## src/rtl/frv_mem_arb_pkg.sv

```systemverilog
// Shared types and constants for the two-port memory arbiter.
//   port_id_e : requester tag (PORT_I = instruction, PORT_D = data)
//   mem_req_t : request payload carried from a port to the memory
//   lock_e    : which port the selection is held on after an ungranted request
package frv_mem_arb_pkg;

  localparam int unsigned OUTSTANDING_DEF  = 4;
  localparam int unsigned STARVE_LIMIT_DEF = 4;
  localparam int unsigned DATA_W           = 32;
  localparam int unsigned ADDR_W           = 32;
  localparam int unsigned STRB_W           = DATA_W / 8;

  typedef enum logic {
    PORT_I = 1'b0,
    PORT_D = 1'b1
  } port_id_e;

  typedef enum logic [1:0] {
    LK_NONE = 2'd0,
    LK_I    = 2'd1,
    LK_D    = 2'd2
  } lock_e;

  typedef struct packed {
    logic              wen;
    logic [STRB_W-1:0] strb;
    logic [DATA_W-1:0] wdata;
    logic [ADDR_W-1:0] addr;
  } mem_req_t;

endpackage

```

## src/rtl/frv_arb_tag_fifo.sv

```systemverilog
// In-order tag FIFO recording which port owns each outstanding transaction.
// Ports:
//   g_clk, g_reset : clock, asynchronous active-high reset
//   i_push, i_push_data : enqueue one tag (ignored while full, even with a pop)
//   i_pop          : dequeue the head tag (ignored while empty)
//   o_head         : tag at the head of the queue
//   o_full, o_empty: occupancy flags
module frv_arb_tag_fifo #(
  parameter int unsigned DEPTH = 4
) (
  input  logic g_clk,
  input  logic g_reset,
  input  logic i_push,
  input  logic i_push_data,
  input  logic i_pop,
  output logic o_head,
  output logic o_full,
  output logic o_empty
);

  localparam int unsigned PTR_W = (DEPTH > 1) ? $clog2(DEPTH) : 1;
  localparam int unsigned CNT_W = $clog2(DEPTH + 1);

  logic [DEPTH-1:0] r_mem;
  logic [PTR_W-1:0] r_wptr;
  logic [PTR_W-1:0] r_rptr;
  logic [CNT_W-1:0] r_count;
  logic             w_push;
  logic             w_pop;

  assign o_full  = (r_count == CNT_W'(DEPTH));
  assign o_empty = (r_count == '0);
  // Full check uses the pre-pop count: a pop never frees a slot for a same-cycle push.
  assign w_push  = i_push && !o_full;
  assign w_pop   = i_pop && !o_empty;
  assign o_head  = r_mem[r_rptr];

  // Storage, pointers (wrap naturally, DEPTH is a power of two) and occupancy.
  always_ff @(posedge g_clk or posedge g_reset) begin
    if (g_reset) begin
      r_mem   <= '0;
      r_wptr  <= '0;
      r_rptr  <= '0;
      r_count <= '0;
    end else begin
      if (w_push) begin
        r_mem[r_wptr] <= i_push_data;
        r_wptr        <= r_wptr + PTR_W'(1);
      end
      if (w_pop) begin
        r_rptr <= r_rptr + PTR_W'(1);
      end
      case ({w_push, w_pop})
        2'b10:   r_count <= r_count + CNT_W'(1);
        2'b01:   r_count <= r_count - CNT_W'(1);
        default: r_count <= r_count;
      endcase
    end
  end

endmodule

```

## src/rtl/frv_mem_arbiter.sv

```systemverilog
// Two-port (instruction / data) arbiter onto one shared memory port.
// Requests and responses pass through combinationally; an in-order tag FIFO
// routes each response back to the port that issued it.
// Ports:
//   g_clk, g_reset          : clock, asynchronous active-high reset
//   i_* / d_* req side      : req, wen, strb, wdata, addr in; gnt out
//   i_* / d_* response side : recv, error, rdata out; ack in
//   m_* request             : req, wen, strb, wdata, addr out; gnt in
//   m_* response            : recv, error, rdata in; ack out
module frv_mem_arbiter
  import frv_mem_arb_pkg::*;
#(
  parameter int unsigned OUTSTANDING  = OUTSTANDING_DEF,
  parameter int unsigned STARVE_LIMIT = STARVE_LIMIT_DEF
) (
  input  logic              g_clk,
  input  logic              g_reset,
  input  logic              i_req,
  input  logic              d_req,
  input  logic              i_wen,
  input  logic              d_wen,
  input  logic [STRB_W-1:0] i_strb,
  input  logic [STRB_W-1:0] d_strb,
  input  logic [DATA_W-1:0] i_wdata,
  input  logic [DATA_W-1:0] d_wdata,
  input  logic [ADDR_W-1:0] i_addr,
  input  logic [ADDR_W-1:0] d_addr,
  output logic              i_gnt,
  output logic              d_gnt,
  output logic              i_recv,
  output logic              d_recv,
  input  logic              i_ack,
  input  logic              d_ack,
  output logic              i_error,
  output logic              d_error,
  output logic [DATA_W-1:0] i_rdata,
  output logic [DATA_W-1:0] d_rdata,
  output logic              m_req,
  output logic              m_wen,
  output logic [STRB_W-1:0] m_strb,
  output logic [DATA_W-1:0] m_wdata,
  output logic [ADDR_W-1:0] m_addr,
  input  logic              m_gnt,
  input  logic              m_recv,
  input  logic              m_error,
  input  logic [DATA_W-1:0] m_rdata,
  output logic              m_ack
);

  localparam int unsigned ST_W = $clog2(STARVE_LIMIT + 1);

  lock_e           r_lock;
  lock_e           w_lock_nxt;
  logic [ST_W-1:0] r_starve;
  logic            w_starved;
  logic            w_sel_valid;
  port_id_e        w_sel;
  logic            w_sel_req;
  logic            w_m_req;
  logic            w_accept;
  logic            w_full;
  logic            w_empty;
  logic            w_head;
  port_id_e        w_head_port;
  logic            w_head_is_i;
  logic            w_head_is_d;
  logic            w_pop;
  mem_req_t        w_i_bus;
  mem_req_t        w_d_bus;
  mem_req_t        w_m_bus;

  assign w_starved = (r_starve == ST_W'(STARVE_LIMIT));

  // Port selection: a pending lock wins, then a starved instruction port, then data.
  always_comb begin
    w_sel_valid = 1'b0;
    w_sel       = PORT_D;
    case (r_lock)
      LK_I: begin
        w_sel_valid = 1'b1;
        w_sel       = PORT_I;
      end
      LK_D: begin
        w_sel_valid = 1'b1;
        w_sel       = PORT_D;
      end
      default: begin
        if (i_req && w_starved) begin
          w_sel_valid = 1'b1;
          w_sel       = PORT_I;
        end else if (d_req) begin
          w_sel_valid = 1'b1;
          w_sel       = PORT_D;
        end else if (i_req) begin
          w_sel_valid = 1'b1;
          w_sel       = PORT_I;
        end
      end
    endcase
  end

  assign w_sel_req = w_sel_valid && ((w_sel == PORT_I) ? i_req : d_req);
  assign w_m_req   = !g_reset && w_sel_req && !w_full;
  assign w_accept  = w_m_req && m_gnt;

  assign w_i_bus = {i_wen, i_strb, i_wdata, i_addr};
  assign w_d_bus = {d_wen, d_strb, d_wdata, d_addr};
  assign w_m_bus = !w_m_req ? '0 : ((w_sel == PORT_I) ? w_i_bus : w_d_bus);

  assign m_req   = w_m_req;
  assign m_wen   = w_m_bus.wen;
  assign m_strb  = w_m_bus.strb;
  assign m_wdata = w_m_bus.wdata;
  assign m_addr  = w_m_bus.addr;
  assign i_gnt   = w_accept && (w_sel == PORT_I);
  assign d_gnt   = w_accept && (w_sel == PORT_D);

  // Lock state register.
  always_ff @(posedge g_clk or posedge g_reset) begin
    if (g_reset) begin
      r_lock <= LK_NONE;
    end else begin
      r_lock <= w_lock_nxt;
    end
  end

  // An offered but ungranted request pins selection until the memory takes it.
  always_comb begin
    w_lock_nxt = r_lock;
    if (w_m_req && !m_gnt) begin
      w_lock_nxt = (w_sel == PORT_I) ? LK_I : LK_D;
    end else if (w_accept) begin
      w_lock_nxt = LK_NONE;
    end
  end

  // Counts data grants taken while the instruction port is waiting.
  always_ff @(posedge g_clk or posedge g_reset) begin
    if (g_reset) begin
      r_starve <= '0;
    end else if (!i_req || (w_accept && (w_sel == PORT_I))) begin
      r_starve <= '0;
    end else if (w_accept && (w_sel == PORT_D) && !w_starved) begin
      r_starve <= r_starve + ST_W'(1);
    end
  end

  frv_arb_tag_fifo #(
    .DEPTH(OUTSTANDING)
  ) u_tag_fifo (
    .g_clk      (g_clk),
    .g_reset    (g_reset),
    .i_push     (w_accept),
    .i_push_data(1'(w_sel)),
    .i_pop      (w_pop),
    .o_head     (w_head),
    .o_full     (w_full),
    .o_empty    (w_empty)
  );

  // Response routing to the owner of the oldest outstanding transaction.
  assign w_head_port = port_id_e'(w_head);
  assign w_head_is_i = !w_empty && (w_head_port == PORT_I);
  assign w_head_is_d = !w_empty && (w_head_port == PORT_D);

  assign m_ack   = (w_head_is_i && i_ack) || (w_head_is_d && d_ack);
  assign w_pop   = m_recv && m_ack;

  assign i_recv  = w_head_is_i && m_recv;
  assign d_recv  = w_head_is_d && m_recv;
  assign i_error = w_head_is_i && m_error;
  assign d_error = w_head_is_d && m_error;
  assign i_rdata = w_head_is_i ? m_rdata : '0;
  assign d_rdata = w_head_is_d ? m_rdata : '0;

endmodule

```

## config.mk

```make
export PLATFORM = sky130hd
export DESIGN_NAME = frv_mem_arbiter
export DESIGN_NICKNAME = d
export VERILOG_FILES = /design/src/rtl/frv_mem_arb_pkg.sv /design/src/rtl/frv_arb_tag_fifo.sv /design/src/rtl/frv_mem_arbiter.sv
export SDC_FILE = /design/constraint.sdc
export NUM_CORES = 1
export LEC_CHECK = 0
export CAP_MARGIN = 10
export CORE_AREA = 2 2 125 127
export DETAILED_ROUTE_END_ITERATION = 8
export DIE_AREA = 0 0 127 129
export GPL_TIMING_DRIVEN = 1
export PLACE_DENSITY = 0.63
export RECOVER_POWER = 25
export SLEW_MARGIN = 5
export SYNTH_ARGS = -nofsm -noshare
export SYNTH_HDL_FRONTEND = slang
export SYNTH_SLANG_ARGS = --single-unit
export TNS_END_PERCENT = 50
```

## constraint.sdc

```tcl
create_clock -name g_clk -period 7.3 [get_ports g_clk]
set_input_delay 1.46 -clock g_clk [delete_from_list [all_inputs] [get_ports g_clk]]
set_output_delay 1.46 -clock g_clk [all_outputs]
set_load 0.01 [all_outputs]
```

Word level (Yosys, flattened, before mapping):

Index checks and enable logic that the tools add are counted.

* register bits: 16
* word-level logic and storage cells: 80
* input bits: 179

* equality and inequality tests: 6
* add/subtract/negate cells: 5
* reductions and logical operators: 34
* order comparisons: 3
* multiplexer cells: 24
* bitwise operators: 2

Operators by type and width (number)
* $mux W69: 2
* $mux W32: 2
* $logic_and A1 B1 Y1: 21
* $mux W1: 10
* $add A3 B1 Y3 const B: 2
* $eq A3 B3 Y1 const B: 2
* $logic_not A1 Y1: 6
* $lt A2 B3 Y1 const B: 2
* $mux W2: 3
* $mux W3: 2
* $pmux W3 S2: 1
* $reduce_bool A2 Y1: 3
* $add A2 B1 Y2 const B: 2
* $bwmux W4: 1
* $eq A2 B1 Y1 const B: 2
* $eq A2 B2 Y1 const B: 2
* $logic_not A3 Y1: 1
* $sub A3 B1 Y3 const B: 1
* $bmux W1 S2: 1
* $demux W1 S2: 1
* $ge A2 B1 Y1 const B: 1
* $logic_or A1 B1 Y1: 2
* $not A1 Y1: 2
* $pmux W1 S2: 1
* $reduce_or A2 Y1: 1

Longest topological paths before layout:

* depth after elaboration: 13
* gate-level depth with buffers: 12

Hierarchy:

From an unflattened synthesis, not the netlist that was laid out.

* cells, all modules: 453
* area, all modules: 3254.4 µm²

Modules (own cells, without submodules)
* frv_mem_arbiter: seq. area each 125.1 µm², cells each 398, area each 2645.0 µm², instances 1
* frv_arb_tag_fifo: seq. area each 275.3 µm², cells each 55, area each 609.3 µm², instances 1

Worst setup path before layout:

OpenSTA, ideal clock, no wires.

* kind: input-to-output
* start point: input d_req
* end point: output m_strb[0]
* setup slack: 3357 ps
* stages: 5
* buffers on the path: 1
* data arrival time: 2483 ps
* path through: a21boi_2 -> o22ai_2 -> clkbuf_1 -> nand2_1 -> a21oi_1

* cells in the longest elaborated chain, start to end: 8
* elaborated cells between the ends (all ways): 12
* classes of those cells: mux (9); reduce/logical (3)

Ends and longest elaborated chain
* from (decl): line frv_mem_arbiter.sv:19 `input logic d_req,`
* $mux W1: line frv_mem_arbiter.sv:91 `end else if (d_req) begin`
* $mux W1: line frv_mem_arbiter.sv:88 `if (i_req && w_starved) begin`
* $pmux W1 S2: line frv_mem_arbiter.sv:78 `case (r_lock)`
* $mux W1: line frv_mem_arbiter.sv:102 `assign w_sel_req = w_sel_valid && ((w_sel == PORT_I) ? i_req : d_req);`
* $logic_and A1 B1 Y1: line frv_mem_arbiter.sv:102
* $logic_and A1 B1 Y1 (2 in a row): line frv_mem_arbiter.sv:103 `assign w_m_req = !g_reset && w_sel_req && !w_full;`
* $mux W69 *: line frv_mem_arbiter.sv:108 `assign w_m_bus = !w_m_req ? '0 : ((w_sel == PORT_I) ? w_i_bus : w_d_bus);`
* to (decl): line frv_mem_arbiter.sv:40 `output logic [STRB_W-1:0] m_strb,`

Mark *: on every way between the ends. The rest lies on a longest branch, timed or not.

Worst setup path in the final report:

* start point: input d_req
* end point: output m_wdata[27]

* cells in the longest elaborated chain, start to end: 8
* elaborated cells between the ends (all ways): 12
* classes of those cells: mux (9); reduce/logical (3)

Ends and longest elaborated chain
* $mux W1: line frv_mem_arbiter.sv:91
* $mux W1: line frv_mem_arbiter.sv:88
* $pmux W1 S2: line frv_mem_arbiter.sv:78
* $mux W1: line frv_mem_arbiter.sv:102
* $logic_and A1 B1 Y1: line frv_mem_arbiter.sv:102
* $logic_and A1 B1 Y1 (2 in a row): line frv_mem_arbiter.sv:103
* $mux W69 *: line frv_mem_arbiter.sv:108
* to (decl): line frv_mem_arbiter.sv:41 `output logic [DATA_W-1:0] m_wdata,`

Marks and branches as above.

==> results.toml <==
[run_status]
run_status = "finished, final reports clean"

[yosys]
yosys.area.top_type = "nand2_1"
syn_nets = 631
synth-seq-area-share = 0.164
synth_top_area_frac = 0.277
syn_area_per_cell_um2 = 5.51
yosysWarnings = 0
synth_edf_count = 0
synth_area_leaders = "nand2_1 28%, dfrtp_1 16%, a21oi_1 14%"
synthFlopType = "dfrtp_1"
yosys-top-cells-count = "180 x nand2_1, 76 x nor2_1, 69 x a21oi_1"
synth-seq-cells = 16
netlist_area_um2 = 2440
synth.distinct_cells = 35
synthArstFlopShare = 1.00
synth_most_common_cell = "nand2_1"
syn_inst = 443

[critical_path]
reg2reg_depth = 11
crit_required_ns = 5.84
r2r_setup_slack_ns = 4.10
timing.rr.end = "u_tag_fifo.r_count[2]$_DFFE_PP0P_"
path_class = "primary input to output pin"
endpoint = "m_wdata[27]"
critPathLaunchType = "primary input"
setup.worst_path.end_class = "output pin"
crit_arrival_ns = 4.52
cp_max_fo = 72
crit_path_start = "d_req"
timing.rr.start = "r_lock[0]$_DFFE_PP0P_"

[floorplan]
start_util = 0.163
ioPinCount = 320
core_um2 = 15000
num_rows = 45
dieArea_um2 = 16400
die_h_um = 129
die_w_um = 127

[clocking]
cts_resized = 0
htree_levels = 1
clk_pin_slew_ns = 0.05
cts_root_buf = "clkbuf_16"
cts_tree = "built"
clockBufferDepth = 2
cts_num_sinks = 16
cts_made_buffers = 3
postCtsHoldBufs = 0
postCtsSetupBuffers = 0
clock_latency_ns = 0.24

[sta]
tns_ns = 0
fin_crit_sh = 0.819
rsz0062_at_grt = "no"
fmax_mhz = 167
tightest_slew_ns = 0.927
slew_violations = 0
setup_viol = 0
fin_skew_ns = 0.00294
hold_violations = 0
post-route-min-period_ns = 5.98
slew_headroom = 0.378

[placed_design]
placed_area_um2 = 5800
gp_congestion = 0.759
io_buffers = 319
dp_hpwl_um = 10500

[run]
maxCapViolations = 0

[cells_and_area]
final_nets = 926
final_cell_area_um2 = 5860
area_delta_synth_final_pct = 140
layout-drive-gt1-share = 0.0272

[global_routing]
antenna_found_initial = 1
grt_usage = 0.147
grt_pass1_vias = 3621
grt-ovfl-total = 0
grt_max_degree = 73
grt_pass1_wl_um = 19500

[routing]
wl_per_cell_um = 14.3
antenna_left = 0
wl_um = 13200
vias_per_cell = 4.11
drc_errors = 0
drt_iter0_drc = 177
dr.pass1.iters = 4
route.vias.total = 3801

[pwr]
worst_ir_drop_vdd_mv = 0.131
p_leak_nw = 2.41
power.density_nw_per_um2 = 385

[hold_path]
hold_class = "register to register"
[state kept, by name, summed over array words and instances, names as in the netlist]
name                cells
r_lock                  2
u_tag_fifo.r_wptr       2
u_tag_fifo.r_mem        4
u_tag_fifo.r_rptr       2
u_tag_fifo.r_count      3
r_starve                3
[metrics by stage]
stage	cells	hold slack (ns)	total power, mW	worst slack [ns]	utilization
global route	925	0.514	2.46	1.01	0.391
global placement	921	0.482	2.19	1.63	0.387
finish	925	0.501	2.26	1.32	0.391
CTS	924	0.499	2.31	1.57	0.392
detailed placement	921	0.489	2.19	1.59	0.387
floorplan	443	0.464	1.19	3.36	-
[metal layers]
metal	routed length [µm]	track usage	up-vias
met5	0	0	-
met4	116	0.0252	0
met3	658	0.0308	8
met2	6740	0.249	110
met1	5730	0.197	1670
li1	-	-	2013
[cells by family after synthesis]
group                      after synthesis  share of synthesized area
and+or+nand+nor                        269                      0.434
AOI/OAI and AO/OA                       85                      0.198
buffers and inverters                   45                     0.0749
DFF                                     16                      0.164
muxes                                   14                     0.0621
adders and majority gates                9                     0.0492
xor gates and xnor gates                 5                     0.0180
[where the power goes]
group / internal [mW] / switching (mW) / total [mW]
Combinational: 0.944 / 1.05 / 2.00
Clock: 0.0717 / 0.0308 / 0.102
Sequential: 0.127 / 0.0331 / 0.160
[worst min-delay path by stage]
stage,cells past startpoint,endpoint,startpoint,slack [ns]
2_1_floorplan,1,r_lock[0]$_DFFE_PP0P_,r_lock[0]$_DFFE_PP0P_,0.46
3_3_place_gp,1,r_lock[1]$_DFFE_PP0P_,r_lock[1]$_DFFE_PP0P_,0.48
3_5_place_dp,1,r_lock[1]$_DFFE_PP0P_,r_lock[1]$_DFFE_PP0P_,0.49
4_1_cts,1,r_lock[1]$_DFFE_PP0P_,r_lock[1]$_DFFE_PP0P_,0.50
5_1_grt,1,r_lock[1]$_DFFE_PP0P_,r_lock[1]$_DFFE_PP0P_,0.51
6_report,1,r_lock[1]$_DFFE_PP0P_,r_lock[1]$_DFFE_PP0P_,0.50
[critical path, stage by stage]
cell and delay, ns:
dlygate4sd3_1 0.68, o21ai_0 0.14, a211oi_1 0.81, o21ai_4 0.08
buf_4 0.36, a21oi_1 0.35, clkdlybuf4s50_1 0.61
[placed cells by master (no fill, tap or decap), drive strengths merged, types with 2 or more instances in the layout]
master / instances
nand2b: 2
mux2i: 5
nor2: 76
dfrtp: 16
a21oi: 69
mux2: 9
nand4b: 4
nor3b: 3
inv: 11
ha: 8
dlygate4sd3: 15
o21bai: 2
buf: 5
xor2: 3
nand2: 180
xnor2: 2
o21ai: 3
clkbuf: 3
o22ai: 3
clkdlybuf4s50: 304
[cell type report]
cell class                      instances  area [µm²]
Inverter                               11        41.3
Clock buffer                            3        75.1
Multi-Input combinational cell        382        1860
Timing Repair Buffer                  324        3240
Antenna cell                            1        2.50
Sequential cell                        16         400
Fill cell                            1561        9110
Tap cell                              188         235
No activity file was read; power rests on OpenSTA's default activity.
